<file path="config.mk">
export PLATFORM = sky130hd
export DESIGN_NAME = pipemdu_flat
export DESIGN_NICKNAME = d
export VERILOG_FILES = /design/src/rtl/pipemdu_pkg.sv /design/src/rtl/pipemdu_if.sv /design/src/rtl/pipemdu_step.sv /design/src/rtl/pipemdu.sv /design/src/flat_wrapper.sv
export SDC_FILE = /design/constraint.sdc
export NUM_CORES = 1
export LEC_CHECK = 0
export ABC_AREA = 1
export CAP_MARGIN = 10
export CORE_MARGIN = 2
export CORE_UTILIZATION = 47
export CTS_BUF_LIST = sky130_fd_sc_hd__clkbuf_8
export CTS_CLUSTER_DIAMETER = 120
export DETAILED_ROUTE_END_ITERATION = 7
export PLACE_DENSITY_LB_ADDON = 0.25
export SETUP_SLACK_MARGIN = 0.3
export SYNTH_ARGS = -nofsm -noshare
export SYNTH_HDL_FRONTEND = slang
export SYNTH_SLANG_ARGS = --single-unit
export TNS_END_PERCENT = 100
</file>
<file path="constraint.sdc">
create_clock -name clock -period 13.31 [get_ports clock]
set_input_delay 1.9965 -clock clock [delete_from_list [all_inputs] [get_ports clock]]
set_output_delay 1.9965 -clock clock [all_outputs]
set_load 0.01 [all_outputs]
</file>
<file path="src/rtl/pipemdu_pkg.sv">
// Shared types and constants for the iterative multiply/divide unit.
package pipemdu_pkg;

    localparam int          ITER    = 32;
    localparam logic [31:0] DIV0_LO = 32'hFFFF_FFFF;

    typedef enum logic [1:0] {
        OP_MULTU = 2'b00,
        OP_MULT  = 2'b01,
        OP_DIVU  = 2'b10,
        OP_DIV   = 2'b11
    } md_op_e;

    typedef enum logic [1:0] {
        S_IDLE,
        S_CALC,
        S_FIX
    } state_e;

    function automatic logic op_is_div(input md_op_e op);
        return op[1];
    endfunction

    function automatic logic op_is_signed(input md_op_e op);
        return op[0];
    endfunction

endpackage

</file>
<file path="src/rtl/pipemdu_if.sv">
// EXE-stage side of the multiply/divide unit: launch, MTHI/MTLO writes, status and HI/LO.
interface pipemdu_if #(parameter int WIDTH = 32);

    logic             start;
    logic [1:0]       op;
    logic [WIDTH-1:0] a;
    logic [WIDTH-1:0] b;
    logic             whi;
    logic             wlo;
    logic [WIDTH-1:0] wdata;
    logic             busy;
    logic             done;
    logic [WIDTH-1:0] hi;
    logic [WIDTH-1:0] lo;

    modport master (
        output start, op, a, b, whi, wlo, wdata,
        input  busy, done, hi, lo
    );

    modport slave (
        input  start, op, a, b, whi, wlo, wdata,
        output busy, done, hi, lo
    );

endinterface

</file>
<file path="src/rtl/pipemdu_step.sv">
// One combinational iteration: shift-add multiply or restoring divide on the
// {hi, lo} accumulator pair (hi = P or 33-bit remainder, lo = M or quotient).
module pipemdu_step #(
    parameter int WIDTH = 32
) (
    input  logic             is_div,
    input  logic [WIDTH:0]   hi_in,
    input  logic [WIDTH-1:0] lo_in,
    input  logic [WIDTH-1:0] bmag,
    output logic [WIDTH:0]   hi_out,
    output logic [WIDTH-1:0] lo_out
);

    logic [WIDTH:0]   sum;
    logic [WIDTH+1:0] r_sh;
    logic [WIDTH+1:0] trial;
    logic             fits;

    // Multiply: the carry out of the add becomes the new top bit after the right shift.
    assign sum = {1'b0, hi_in[WIDTH-1:0]} + (lo_in[0] ? {1'b0, bmag} : '0);

    // Divide: trial subtraction one bit wider than the shifted remainder exposes its sign.
    assign r_sh  = {hi_in, lo_in[WIDTH-1]};
    assign trial = r_sh - {2'b00, bmag};
    assign fits  = ~trial[WIDTH+1];

    always_comb begin
        if (is_div) begin
            hi_out = fits ? trial[WIDTH:0] : r_sh[WIDTH:0];
            lo_out = {lo_in[WIDTH-2:0], fits};
        end else begin
            hi_out = {1'b0, sum[WIDTH:1]};
            lo_out = {sum[0], lo_in[WIDTH-1:1]};
        end
    end

endmodule

</file>
<file path="src/rtl/pipemdu.sv">
// Multiply/divide sequencer: IDLE -> 32 CALC iterations -> FIX, with the HI/LO
// architectural registers and the busy interlock for the pipeline.
module pipemdu
    import pipemdu_pkg::*;
#(
    parameter int WIDTH = 32
) (
    input  logic      clock,
    input  logic      reset,
    pipemdu_if.slave  md
);

    state_e           state_q, state_d;
    logic [4:0]       cnt_q, cnt_d;
    md_op_e           op_q, op_d;
    logic [WIDTH-1:0] bmag_q, bmag_d;
    logic             neg_q, neg_d;
    logic             rem_neg_q, rem_neg_d;
    logic             div0_q, div0_d;
    logic [WIDTH:0]   acc_hi_q, acc_hi_d;
    logic [WIDTH-1:0] acc_lo_q, acc_lo_d;
    logic [WIDTH-1:0] hi_q, hi_d;
    logic [WIDTH-1:0] lo_q, lo_d;
    logic             busy_q, busy_d;
    logic             done_q, done_d;

    md_op_e           op_in;
    logic             a_neg, b_neg;
    logic [WIDTH-1:0] a_mag, b_mag;
    logic [WIDTH:0]   step_hi;
    logic [WIDTH-1:0] step_lo;
    logic [2*WIDTH-1:0] prod, prod_fix;
    logic [WIDTH-1:0] quo_fix, rem_fix;

    assign op_in = md_op_e'(md.op);
    assign a_neg = op_is_signed(op_in) & md.a[WIDTH-1];
    assign b_neg = op_is_signed(op_in) & md.b[WIDTH-1];
    assign a_mag = a_neg ? -md.a : md.a;
    assign b_mag = b_neg ? -md.b : md.b;

    pipemdu_step #(.WIDTH(WIDTH)) u_step (
        .is_div (op_is_div(op_q)),
        .hi_in  (acc_hi_q),
        .lo_in  (acc_lo_q),
        .bmag   (bmag_q),
        .hi_out (step_hi),
        .lo_out (step_lo)
    );

    assign prod     = {acc_hi_q[WIDTH-1:0], acc_lo_q};
    assign prod_fix = neg_q ? -prod : prod;
    assign quo_fix  = neg_q ? -acc_lo_q : acc_lo_q;
    // On divide-by-zero the remainder path already yields the original dividend.
    assign rem_fix  = rem_neg_q ? -acc_hi_q[WIDTH-1:0] : acc_hi_q[WIDTH-1:0];

    always_comb begin
        // NOTE: every _d gets its hold value first so no branch can infer a latch.
        state_d   = state_q;
        cnt_d     = cnt_q;
        op_d      = op_q;
        bmag_d    = bmag_q;
        neg_d     = neg_q;
        rem_neg_d = rem_neg_q;
        div0_d    = div0_q;
        acc_hi_d  = acc_hi_q;
        acc_lo_d  = acc_lo_q;
        hi_d      = hi_q;
        lo_d      = lo_q;
        busy_d    = busy_q;
        done_d    = 1'b0;

        unique case (state_q)
            S_IDLE: begin
                if (md.start) begin
                    state_d   = S_CALC;
                    cnt_d     = 5'(ITER - 1);
                    op_d      = op_in;
                    bmag_d    = b_mag;
                    neg_d     = a_neg ^ b_neg;
                    rem_neg_d = a_neg;
                    div0_d    = (md.b == '0);
                    acc_hi_d  = '0;
                    acc_lo_d  = a_mag;
                    busy_d    = 1'b1;
                end else begin
                    if (md.whi) hi_d = md.wdata;
                    if (md.wlo) lo_d = md.wdata;
                end
            end
            S_CALC: begin
                acc_hi_d = step_hi;
                acc_lo_d = step_lo;
                if (cnt_q == '0) begin
                    state_d = S_FIX;
                end else begin
                    cnt_d = cnt_q - 5'd1;
                end
            end
            S_FIX: begin
                if (op_is_div(op_q)) begin
                    hi_d = rem_fix;
                    lo_d = div0_q ? WIDTH'(DIV0_LO) : quo_fix;
                end else begin
                    {hi_d, lo_d} = prod_fix;
                end
                busy_d  = 1'b0;
                done_d  = 1'b1;
                state_d = S_IDLE;
            end
            default: begin
                state_d = S_IDLE;
                busy_d  = 1'b0;
            end
        endcase
    end

    // NOTE: state updates use non-blocking assignments so every flop samples pre-edge values.
    always_ff @(posedge clock or posedge reset) begin
        if (reset) begin
            state_q   <= S_IDLE;
            cnt_q     <= '0;
            op_q      <= OP_MULTU;
            bmag_q    <= '0;
            neg_q     <= 1'b0;
            rem_neg_q <= 1'b0;
            div0_q    <= 1'b0;
            acc_hi_q  <= '0;
            acc_lo_q  <= '0;
            hi_q      <= '0;
            lo_q      <= '0;
            busy_q    <= 1'b0;
            done_q    <= 1'b0;
        end else begin
            state_q   <= state_d;
            cnt_q     <= cnt_d;
            op_q      <= op_d;
            bmag_q    <= bmag_d;
            neg_q     <= neg_d;
            rem_neg_q <= rem_neg_d;
            div0_q    <= div0_d;
            acc_hi_q  <= acc_hi_d;
            acc_lo_q  <= acc_lo_d;
            hi_q      <= hi_d;
            lo_q      <= lo_d;
            busy_q    <= busy_d;
            done_q    <= done_d;
        end
    end

    assign md.busy = busy_q;
    assign md.done = done_q;
    assign md.hi   = hi_q;
    assign md.lo   = lo_q;

endmodule

</file>
<file path="src/flat_wrapper.sv">
// flat-port wrapper written by rule: the top's interface ports become plain ports
module pipemdu_flat import pipemdu_pkg::*;
#(
    parameter int WIDTH = 32
)
  (clock, reset, md_start, md_op, md_a, md_b, md_whi, md_wlo, md_wdata, md_busy, md_done, md_hi, md_lo);
  pipemdu_if #(.WIDTH(WIDTH)) md_i ();
  input  logic clock;
  input  logic reset;
  input wire logic [$bits(md_i.start)-1:0] md_start;
  input wire logic [$bits(md_i.op)-1:0] md_op;
  input wire logic [$bits(md_i.a)-1:0] md_a;
  input wire logic [$bits(md_i.b)-1:0] md_b;
  input wire logic [$bits(md_i.whi)-1:0] md_whi;
  input wire logic [$bits(md_i.wlo)-1:0] md_wlo;
  input wire logic [$bits(md_i.wdata)-1:0] md_wdata;
  output wire logic [$bits(md_i.busy)-1:0] md_busy;
  output wire logic [$bits(md_i.done)-1:0] md_done;
  output wire logic [$bits(md_i.hi)-1:0] md_hi;
  output wire logic [$bits(md_i.lo)-1:0] md_lo;
  assign md_i.start = md_start;
  assign md_i.op = md_op;
  assign md_i.a = md_a;
  assign md_i.b = md_b;
  assign md_i.whi = md_whi;
  assign md_i.wlo = md_wlo;
  assign md_i.wdata = md_wdata;
  assign md_busy = md_i.busy;
  assign md_done = md_i.done;
  assign md_hi = md_i.hi;
  assign md_lo = md_i.lo;
  pipemdu #(.WIDTH(WIDTH)) u_core (.clock(clock), .reset(reset), .md(md_i));
endmodule
</file>
Word-level counts from Yosys, hierarchy flattened
Cells that the tools add are included. W data, S select, Z words.

Register bits after elaboration: 175. Input port bits: 103. Output and inout port bits: 66. Word-level logic and storage cells: 77.

Add/sub/neg operators: 8. Equality and inequality tests: 8. Multiplexer cells: 31. Bitwise logic cells: 5. Reductions and logical operators: 12.

Operators with widths (count): $mux W32 (14); $pmux W32 S2 (3); $neg A32 Y32 (4); $mux W33 (3); $pmux W33 S2 (1); $mux W64 (1); $neg A64 Y64 (1); $sub A34 B32 Y34 (1); $add A32 B33 Y33 (1); $logic_not A32 Y1 (1); $mux W5 (2); $ne A2 B2 Y1 const B (5); $pmux W5 S2 (1); $reduce_and A3 Y1 (3); $reduce_and A2 Y1 (4); $logic_not A5 Y1 (1); $sub A5 B1 Y5 const B (1); $mux W2 (2); $pmux W2 S2 (1); $reduce_bool A2 Y1 (2); $and A1 B1 Y1 (2); $eq A2 B1 Y1 const B (1); $eq A2 B2 Y1 const B (1); $logic_not A2 Y1 (1); 5 further kinds (7).

Depth between registers and ports, before layout
Gate-level depths: netlist of the first run.

Depth in word-level cells: 5. Depth in mapped cells: 19. Mapped depth without buffers: 19.

Modules after synthesis
Synthesis of the first run repeated with hierarchy kept, for this count alone.

Cells, all modules: 3116. Area, all modules: 18301.3 µm².

By module, submodules not included: pipemdu (instances 1, cells each 1809, area an instance 11897.7 µm², sequential area each 4354.2 µm²); pipemdu_step (instances 1, cells each 1307, area an instance 6403.6 µm², sequential area each 0.0 µm²).

Worst setup path after synthesis of the first run
OpenSTA, ideal clock, no wires.

Path kind: input-to-reg. From: in md_a[0]. To: reg u_core.acc_lo_q[30]. Setup time: 78 ps. Arrival: 3406 ps. Data required time: 13232 ps. Path slack: 9827 ps. Cell stages on the path: 14. Path buffers: 0. Cell sequence: inv_1 > ha_1 > inv_1 > nor3_2 > nand2_1 > nor3_2 > nand2_1 > nor2_2 > nand3_1 > nand2_1 > nand2_1 > nand2_1 > nand3_1 > a21boi_1.

Longest elaborated chain between the ends: 4.

RTL lines: from (decl) (line flat_wrapper.sv:12) `input wire logic [$bits(md_i.a)-1:0] md_a;`; $neg A32 Y32 (line pipemdu.sv:38) `assign a_mag = a_neg ? -md.a : md.a;`; $mux W32 (line pipemdu.sv:38); $mux W32 (line pipemdu.sv:74) `if (md.start) begin`; $pmux W32 S2 (line pipemdu.sv:72) `unique case (state_q)`; to (signal assigned) (line pipemdu.sv:142) `acc_lo_q <= acc_lo_d;`; to (decl) (line pipemdu.sv:21) `logic [WIDTH-1:0] acc_lo_q, acc_lo_d;`.

Every way passes these cells. The select of a mux whose other input is x is not followed. A chain may end at the register's enable or synchronous reset.

Worst setup path after layout of the first run
From: in md_start. To: reg u_core.acc_lo_q[8].

Longest elaborated chain between the ends: 2.

RTL lines: from (decl) (line flat_wrapper.sv:10) `input wire logic [$bits(md_i.start)-1:0] md_start;`; $ne A2 B2 Y1 (no line); $reduce_and A2 Y1 (no line).

Every way passes these cells.

==> results of run 1 <==
## worst max path at each step
stage	from	endpoint	cells after the start
floorplan	reset	u_core.acc_hi_q[0]$_DFFE_PP0P_	1
global placement	md_start	u_core.acc_lo_q[2]$_DFFE_PP0P_	10
detailed placement	md_start	u_core.acc_lo_q[8]$_DFFE_PP0P_	9
CTS	md_start	u_core.acc_lo_q[8]$_DFFE_PP0P_	9
global route	md_start	u_core.acc_lo_q[8]$_DFFE_PP0P_	9
finish	md_start	u_core.acc_lo_q[8]$_DFFE_PP0P_	9
## layer usage
metal  share of wire  GRT usage  vias up  wire length (um)
li1                -          -     9604                 -
met1            0.40      0.443     9276             28000
met2            0.47      0.627      857             32900
met3           0.073     0.0518      173              5060
met4           0.054      0.191        2              3760
met5         0.00019          0        -                13
## power by group through the flow
stage,Clock [mW],Combinational [mW],Sequential (mW)
2_1_floorplan,0,2.77,1.05
3_3_place_gp,0,3.90,1.19
3_5_place_dp,0,3.96,1.20
4_1_cts,0.400,3.98,1.19
5_1_grt,0.416,4.50,1.23
6_report,0.397,4.05,1.20
## worst max-delay path: stages
cell,delay (ns)
sky130_fd_sc_hd__clkdlybuf4s50_1,0.43
sky130_fd_sc_hd__nand2_1,0.09
sky130_fd_sc_hd__inv_1,0.04
sky130_fd_sc_hd__buf_4,0.26
sky130_fd_sc_hd__nor2_4,0.83
sky130_fd_sc_hd__buf_4,0.56
sky130_fd_sc_hd__inv_1,0.25
sky130_fd_sc_hd__o221ai_1,0.14
sky130_fd_sc_hd__a2bb2oi_1,0.21
## sequential cells by signal, summed over array words and instances, names as in the netlist, 2 cells and up
signal	count
u_core.bmag_q	32
u_core.cnt_q	5
u_core.state_q	2
u_core.md.hi	32
u_core.md.lo	32
u_core.acc_hi_q	33
u_core.acc_lo_q	32
## per-stage QoR
stage | area, um2 | hold slack (ns)
finish | 19600 | 0.491
global route | 19600 | 0.538
CTS | 19600 | 0.500
detailed placement | 19200 | 0.474
global placement | 19200 | 0.467
floorplan | 17200 | 0.447
## layout by cell type, fill, tap and decap left out, types with 32 or more instances in the layout
master,synthesis,routed
sky130_fd_sc_hd__dfrtp_1,174,174
sky130_fd_sc_hd__ha_1,70,70
sky130_fd_sc_hd__nand4_1,32,32
sky130_fd_sc_hd__nor2_1,289,286
sky130_fd_sc_hd__clkdlybuf4s50_1,0,168
sky130_fd_sc_hd__nand3_1,279,279
sky130_fd_sc_hd__o21ai_0,188,188
sky130_fd_sc_hd__inv_1,388,388
sky130_fd_sc_hd__nand2_1,877,877
sky130_fd_sc_hd__nor3_1,41,41
sky130_fd_sc_hd__a21oi_1,161,161
## cells by family after synthesis
group | share of synthesized area
simple gates | 0.393
buf+inv | 0.111
flops | 0.254
xor+xnor | 0.0255
compound gates | 0.164
fa+ha+maj | 0.0533
## area by class of cell
class                   count  area share
multi-input cells        2202       0.557
flip-flops and latches    174       0.222
repair buffers            187      0.0939
inverters                 405      0.0777
well taps                 468      0.0298
clock buffers              18      0.0126
clock inverters            14     0.00726
==> reports/results.txt, run 1 <==
CTS tree: yes
critical path data required time: 13.76 ns
proportion of register bits with asynchronous set or reset after synthesis: 1.00
power density over the cells: 288 mW/mm2
proportion of power drawn by combinational gates: 0.717
number of synthesized register bits: 174
root cell of the clock tree: sky130_fd_sc_hd__clkbuf_8
maximum ir drop on the vdd rail: 0.000148 V
Arr. time, crit path: 4.84 ns
number of clock buffers inserted by TritonCTS: 17
share of the clock period used by the worst path: 0.330
outcome: finished, final reports clean
Die W: 195 um
unrepaired setup endpoints after global routing: no
number of DRC markers in iteration 0: 1783
DRT Pass-1 Iters: 6
final worst slack: 8.92 ns
count of flip-flops with a built-in enable after synthesis: 0
critical path class: input pin to flip-flop
synthesized netlist net count: 3048
relative contribution of the clock network to total power: 0.070
DRT antenna net count: 0
post-route setup TNS: 0 ns
NetSw: 3.29 mW
final hold viol count: 0
Initial Util: 0.474
Top-Level Pins: 169
area occupied by registers: 0.00435 mm2
largest net degree at the start of global routing: 71
HPWL after DPL: 55.4 mm
leading cell types by count after synthesis: 877 x sky130_fd_sc_hd__nand2_1, 388 x sky130_fd_sc_hd__inv_1, 289 x sky130_fd_sc_hd__nor2_1
share of Yosys cell area claimed by the top area cell type: 0.254
buffers from clock root to sink, at most: 2
Reg2Reg Setup Slack: 9.51 ns
Flop pwr share: 0.213
maxcap violations: 0
r2r worst-path depth: 16
area taken by multi-input logic gates: 0.0109 mm2
number of global-route vias before repair: 18843
share of synthesized area occupied by flip-flops and latches: 0.254
mean instance size in the synthesized netlist: 5.98 um2
overall power: 5.65 mW
Most used DFF post-synth: sky130_fd_sc_hd__dfrtp_1
relative slew slack: 0.311
Post-Place Cells: 3435
combined area of all synthesized cells: 0.0172 mm2
end-of-flow core utilization: 0.542
H-tree lvl count: 4
leakage component of the power: 9.75 nW
floorplan core area: 0.0363 mm2
row count: 70
dominant cell by count in the synthesized netlist: sky130_fd_sc_hd__nand2_1
post-route non-filler standard cell count: 3468
worst clock skew: 0.0182 ns
hold-critical path depth: 2
crit path max fanout: 50
top cell type by total area after synthesis: sky130_fd_sc_hd__dfrtp_1
die boundary height: 195 um
endpoint of the worst register-to-register path: u_core.acc_hi_q[29]$_DFFE_PP0P_
number of instances resized during post-cts repair: 0
number of antenna violations at the first check in global routing: 1
top cells by area, synth: sky130_fd_sc_hd__dfrtp_1 25%, sky130_fd_sc_hd__nand2_1 19%, sky130_fd_sc_hd__inv_1 8.5%
count of distinct cell types in the synthesized netlist: 55
Total Wirelength: 69.7 mm
Routed WL per cell: 20.1 um
Hold Crit Start: u_core.md.busy$_DFFE_PP0P_
Remaining Overflow, GRT: 0
worst hold-check path type: flip-flop to flip-flop
quantity of hold-fixing buffers added after cts: 0
total track usage: 0.364
Antenna diodes: 0
Slew Limit Fails: 0
element type at the critical path start: input pin
Worst Hold Endpoint: u_core.md.busy$_DFFE_PP0P_
clock tree sinks: 174
Post-Syn Instances: 2873
Port Buffer Count: 168
area grow syn2layout: 14.3%
placement-stage worst setup slack: 8.46 ns
clock insertion delay at the later pin of the skew report: 0.53 ns
kind of end point of the critical path: flip-flop
detailed-route DRC error count: 0
setup fix buffers added after clock tree synthesis: 0
final worst path period need: 4.39 ns
Internal Pwr Total: 2.36 mW
clock-pin slew reported for the worst setup and hold paths after clock tree synthesis: 0.10 ns
Highest Clock Rate: 228 MHz
switching part of the total: 0.583
global-route wire length before repair: 107 mm
overall via count from detail_route: 19912
worst-margin pin slew: 1.03 ns
ratio of routed vias to standard cells: 5.74
beginning of the worst register-to-register path: u_core.acc_lo_q[0]$_DFFE_PP0P_
Die Outline Area: 0.0381 mm2
number of failing setup endpoints in the final timing report: 0
routability congestion estimate: 1.00
count of filler cells inserted in the layout: 3858
net count of the finished layout: 3162
share of post-route cells with drive strength above 1: 0.0367
synthesis warning total: 0
Power figures use the tool's default switching activity.
==> inputs of run 2 (changes only) <==
==> constraint.sdc (replaced) <==
create_clock -name clock -period 3.7 [get_ports clock]
set_input_delay 0.555 -clock clock [delete_from_list [all_inputs] [get_ports clock]]
set_output_delay 0.555 -clock clock [all_outputs]
set_load 0.01 [all_outputs]
==> run 2 against run 1 <==
  * Via count up 1.6%
  * Die area unchanged
  * Routed wire length is 3.5% higher
  * Clock power increased to 3.8 times the previous value
  * Critical path depth grew 1
  * Cell area rose by 1.6%
  * Combinational power grew to 3.8 times the previous value
  * Sequential share of layout area shrank 0.34 points
==> reports/results.txt, run 2 (synthesis gave the netlist of run 1 again) <==
hold slack: 0.490 ns (-0.000801 ns)
outcome: finished, final reports clean
maxcap violations: 0 (unchanged)
setup fix buffers added after clock tree synthesis: 0 (unchanged)
clock insertion delay at the later pin of the skew report: 0.52 ns (about the same)
clock tree sinks: 174 (unchanged)
final worst path period need: 3.24 ns
buffers from clock root to sink, at most: 2 (unchanged)
number of failing setup endpoints in the final timing report: 0 (unchanged)
share of the clock period used by the worst path: 0.876
Reg with most FFs: u_core.acc_hi_q
DRT antenna net count: 0 (unchanged)
number of instances resized during post-cts repair: 0 (unchanged)
Arr. time, crit path: 3.65 ns (-1.19 ns)
H-tree lvl count: 4 (unchanged)
Die Outline Area: 0.0381 mm2 (unchanged)
floorplan core area: 0.0363 mm2 (unchanged)
routability congestion estimate: 1.04 (+3.3%)
final hold viol count: 0 (unchanged)
clock-pin slew reported for the worst setup and hold paths after clock tree synthesis: 0.11 ns (about the same)
delay of the slowest critical-path stage: 0.70 ns (-0.13 ns)
Port Buffer Count: 168 (unchanged)
detailed-route DRC error count: 0 (unchanged)
net count of the finished layout: 3198 (+1.1%)
Slew Limit Fails: 0 (unchanged)
Top-Level Pins: 169 (unchanged)
worst-margin pin slew: 0.904 ns (-0.128 ns)
Total Wirelength: 72.1 mm (+3.5%)
post-route non-filler standard cell count: 3504 (+1.0%)
element type at the critical path start: flip-flop
series of cell instances along the critical path: buf_4 > nor2_1 > nand2_1 > o21ai_0 > inv_1 > nor2_1 > o21ai_0 > o21bai_1 > a21oi_1 > o21bai_1
total track usage: 0.379 (+0.0144)
number of flip-flops in the largest register: 33 (unchanged)
largest net degree at the start of global routing: 90 (+27%)
Highest Clock Rate: 309 MHz
unrepaired setup endpoints after global routing: no
Remaining Overflow, GRT: 0 (unchanged)
area grow syn2layout: 16.1%
Design Area, Final: 0.0199 mm2 (+1.6%)
overall via count from detail_route: 20236 (+1.6%)
Post-Place Cells: 3472 (+1.1%)
Die W: 195 um (unchanged)
critical path data required time: 4.11 ns (-9.65 ns)
worst hold-check path type: flip-flop to flip-flop
maximum ir drop on the vdd rail: 0.000448 V (+200%)
CTS tree: yes
worst-path cell with the longest stage delay: sky130_fd_sc_hd__o21ai_0
HPWL after DPL: 58.4 mm (+5.5%)
root cell of the clock tree: sky130_fd_sc_hd__clkbuf_8
crit path max fanout: 7 (-86%)
DRT Pass-1 Iters: 6 (unchanged)
post-route setup TNS: 0 ns (unchanged)
Initial Util: 0.474 (unchanged)
Hold Crit Start: u_core.md.busy$_DFFE_PP0P_
Routed WL per cell: 20.6 um (+2.5%)
die boundary height: 195 um (unchanged)
ratio of routed vias to standard cells: 5.78 (+0.58%)
kind of end point of the critical path: flip-flop
most frequent cells in the layout: 877 x sky130_fd_sc_hd__nand2_1, 387 x sky130_fd_sc_hd__inv_1, 286 x sky130_fd_sc_hd__nor2_1
worst clock skew: 0.0206 ns (+0.00243 ns)
critical path class: flip-flop to flip-flop
power density over the cells: 1040 mW/mm2 (+260%)
number of global-route vias before repair: 19180 (+1.8%)
number of clock buffers inserted by TritonCTS: 17 (unchanged)
global-route wire length before repair: 111 mm (+3.9%)
number of antenna violations at the first check in global routing: 0 (-1)
quantity of hold-fixing buffers added after cts: 0 (unchanged)
Placed Instance Area: 0.0195 mm2 (+1.6%)
most common cell after layout, fill and taps aside: sky130_fd_sc_hd__nand2_1
Antenna diodes: 0 (unchanged)
beginning of the worst register-to-register path: u_core.acc_hi_q[3]$_DFFE_PP0P_
share of post-route cells with drive strength above 1: 0.0484 (+0.0118)
row count: 70 (unchanged)
number of DRC markers in iteration 0: 1896 (+6.3%)
first element of the critical path: u_core.acc_hi_q[3]$_DFFE_PP0P_
leakage component of the power: 9.93 nW (+1.8%)
relative slew slack: 0.396 (+0.0858)
==> run 2: path summary, 6_finish.rpt <==
path / end / depth (start not counted) / slack, ns
min: u_core.md.busy$_DFFE_PP0P_ / 2 / 0.49
min reg2reg: u_core.md.busy$_DFFE_PP0P_ / 2 / 0.49
max in group asynchronous: u_core.acc_lo_q[0]$_DFFE_PP0P_ / 3 / 2.37
max reg2reg: u_core.md.hi[29]$_DFFE_PP0P_ / 10 / 0.46
min in group asynchronous: u_core.md.lo[2]$_DFFE_PP0P_ / 2 / 0.56
max: u_core.md.hi[29]$_DFFE_PP0P_ / 10 / 0.46
==> run 2: worst max-delay path, delay by kind of cell (launching register included) <==
kind	cells	cell delay, ns
AOI/OAI and AO/OA	5	1.42
buffers and inverters	2	0.42
and+or+nand+nor	3	0.85
DFF	1	0.43
==> run 2: area by class of cell <==
class / count / area (um2)
clock buffer: 19 / 262
clock inverter: 13 / 154
fill: 3741 / 16300
inverter: 405 / 1520
multi-input combinational: 2202 / 10900
sequential: 174 / 4350
tap: 468 / 586
timing repair buffer: 223 / 2130
==> run 2: metrics by stage <==
| stage | utilization | power [mW] | setup slack, ns |
|---|---|---|---|
| 2_1_floorplan | - | 13.7 | 0.920 |
| 3_3_place_gp | 0.539 | 18.8 | 0.460 |
| 3_5_place_dp | 0.539 | 19.0 | 0.613 |
| 4_1_cts | 0.550 | 20.5 | 0.593 |
| 5_1_grt | 0.550 | 22.6 | 0.386 |
| 6_report | 0.550 | 20.8 | 0.459 |
==> run 2: report_power, final <==
part,internal (mW),total (mW),leakage (nW),switching (mW)
Sequential,2.87,4.04,2.10,1.17
Combinational,5.16,15.2,7.63,10.1
Clock,0.650,1.49,0.203,0.837
Total,8.69,20.8,9.93,12.1
==> run 2: metal layers <==
| layer | up-vias | track usage | wire, um |
|---|---|---|---|
| met5 | - | 0 | 0 |
| met4 | 0 | 0.204 | 4230 |
| met3 | 188 | 0.0489 | 5380 |
| met2 | 996 | 0.641 | 33600 |
| met1 | 9399 | 0.470 | 28900 |
| li1 | 9653 | - | - |
==> inputs of run 3 (changes only) <==
--- a/config.mk
+++ b/config.mk
@@ -6,6 +6,7 @@
 export NUM_CORES = 1
 export LEC_CHECK = 0
 export ABC_AREA = 1
+export ABC_CLOCK_PERIOD_IN_PS = 3700
 export CAP_MARGIN = 10
 export CORE_MARGIN = 2
 export CORE_UTILIZATION = 47
==> results of run 3 <==
The final DEF is identical to that of run 2; final timing and power are the same.
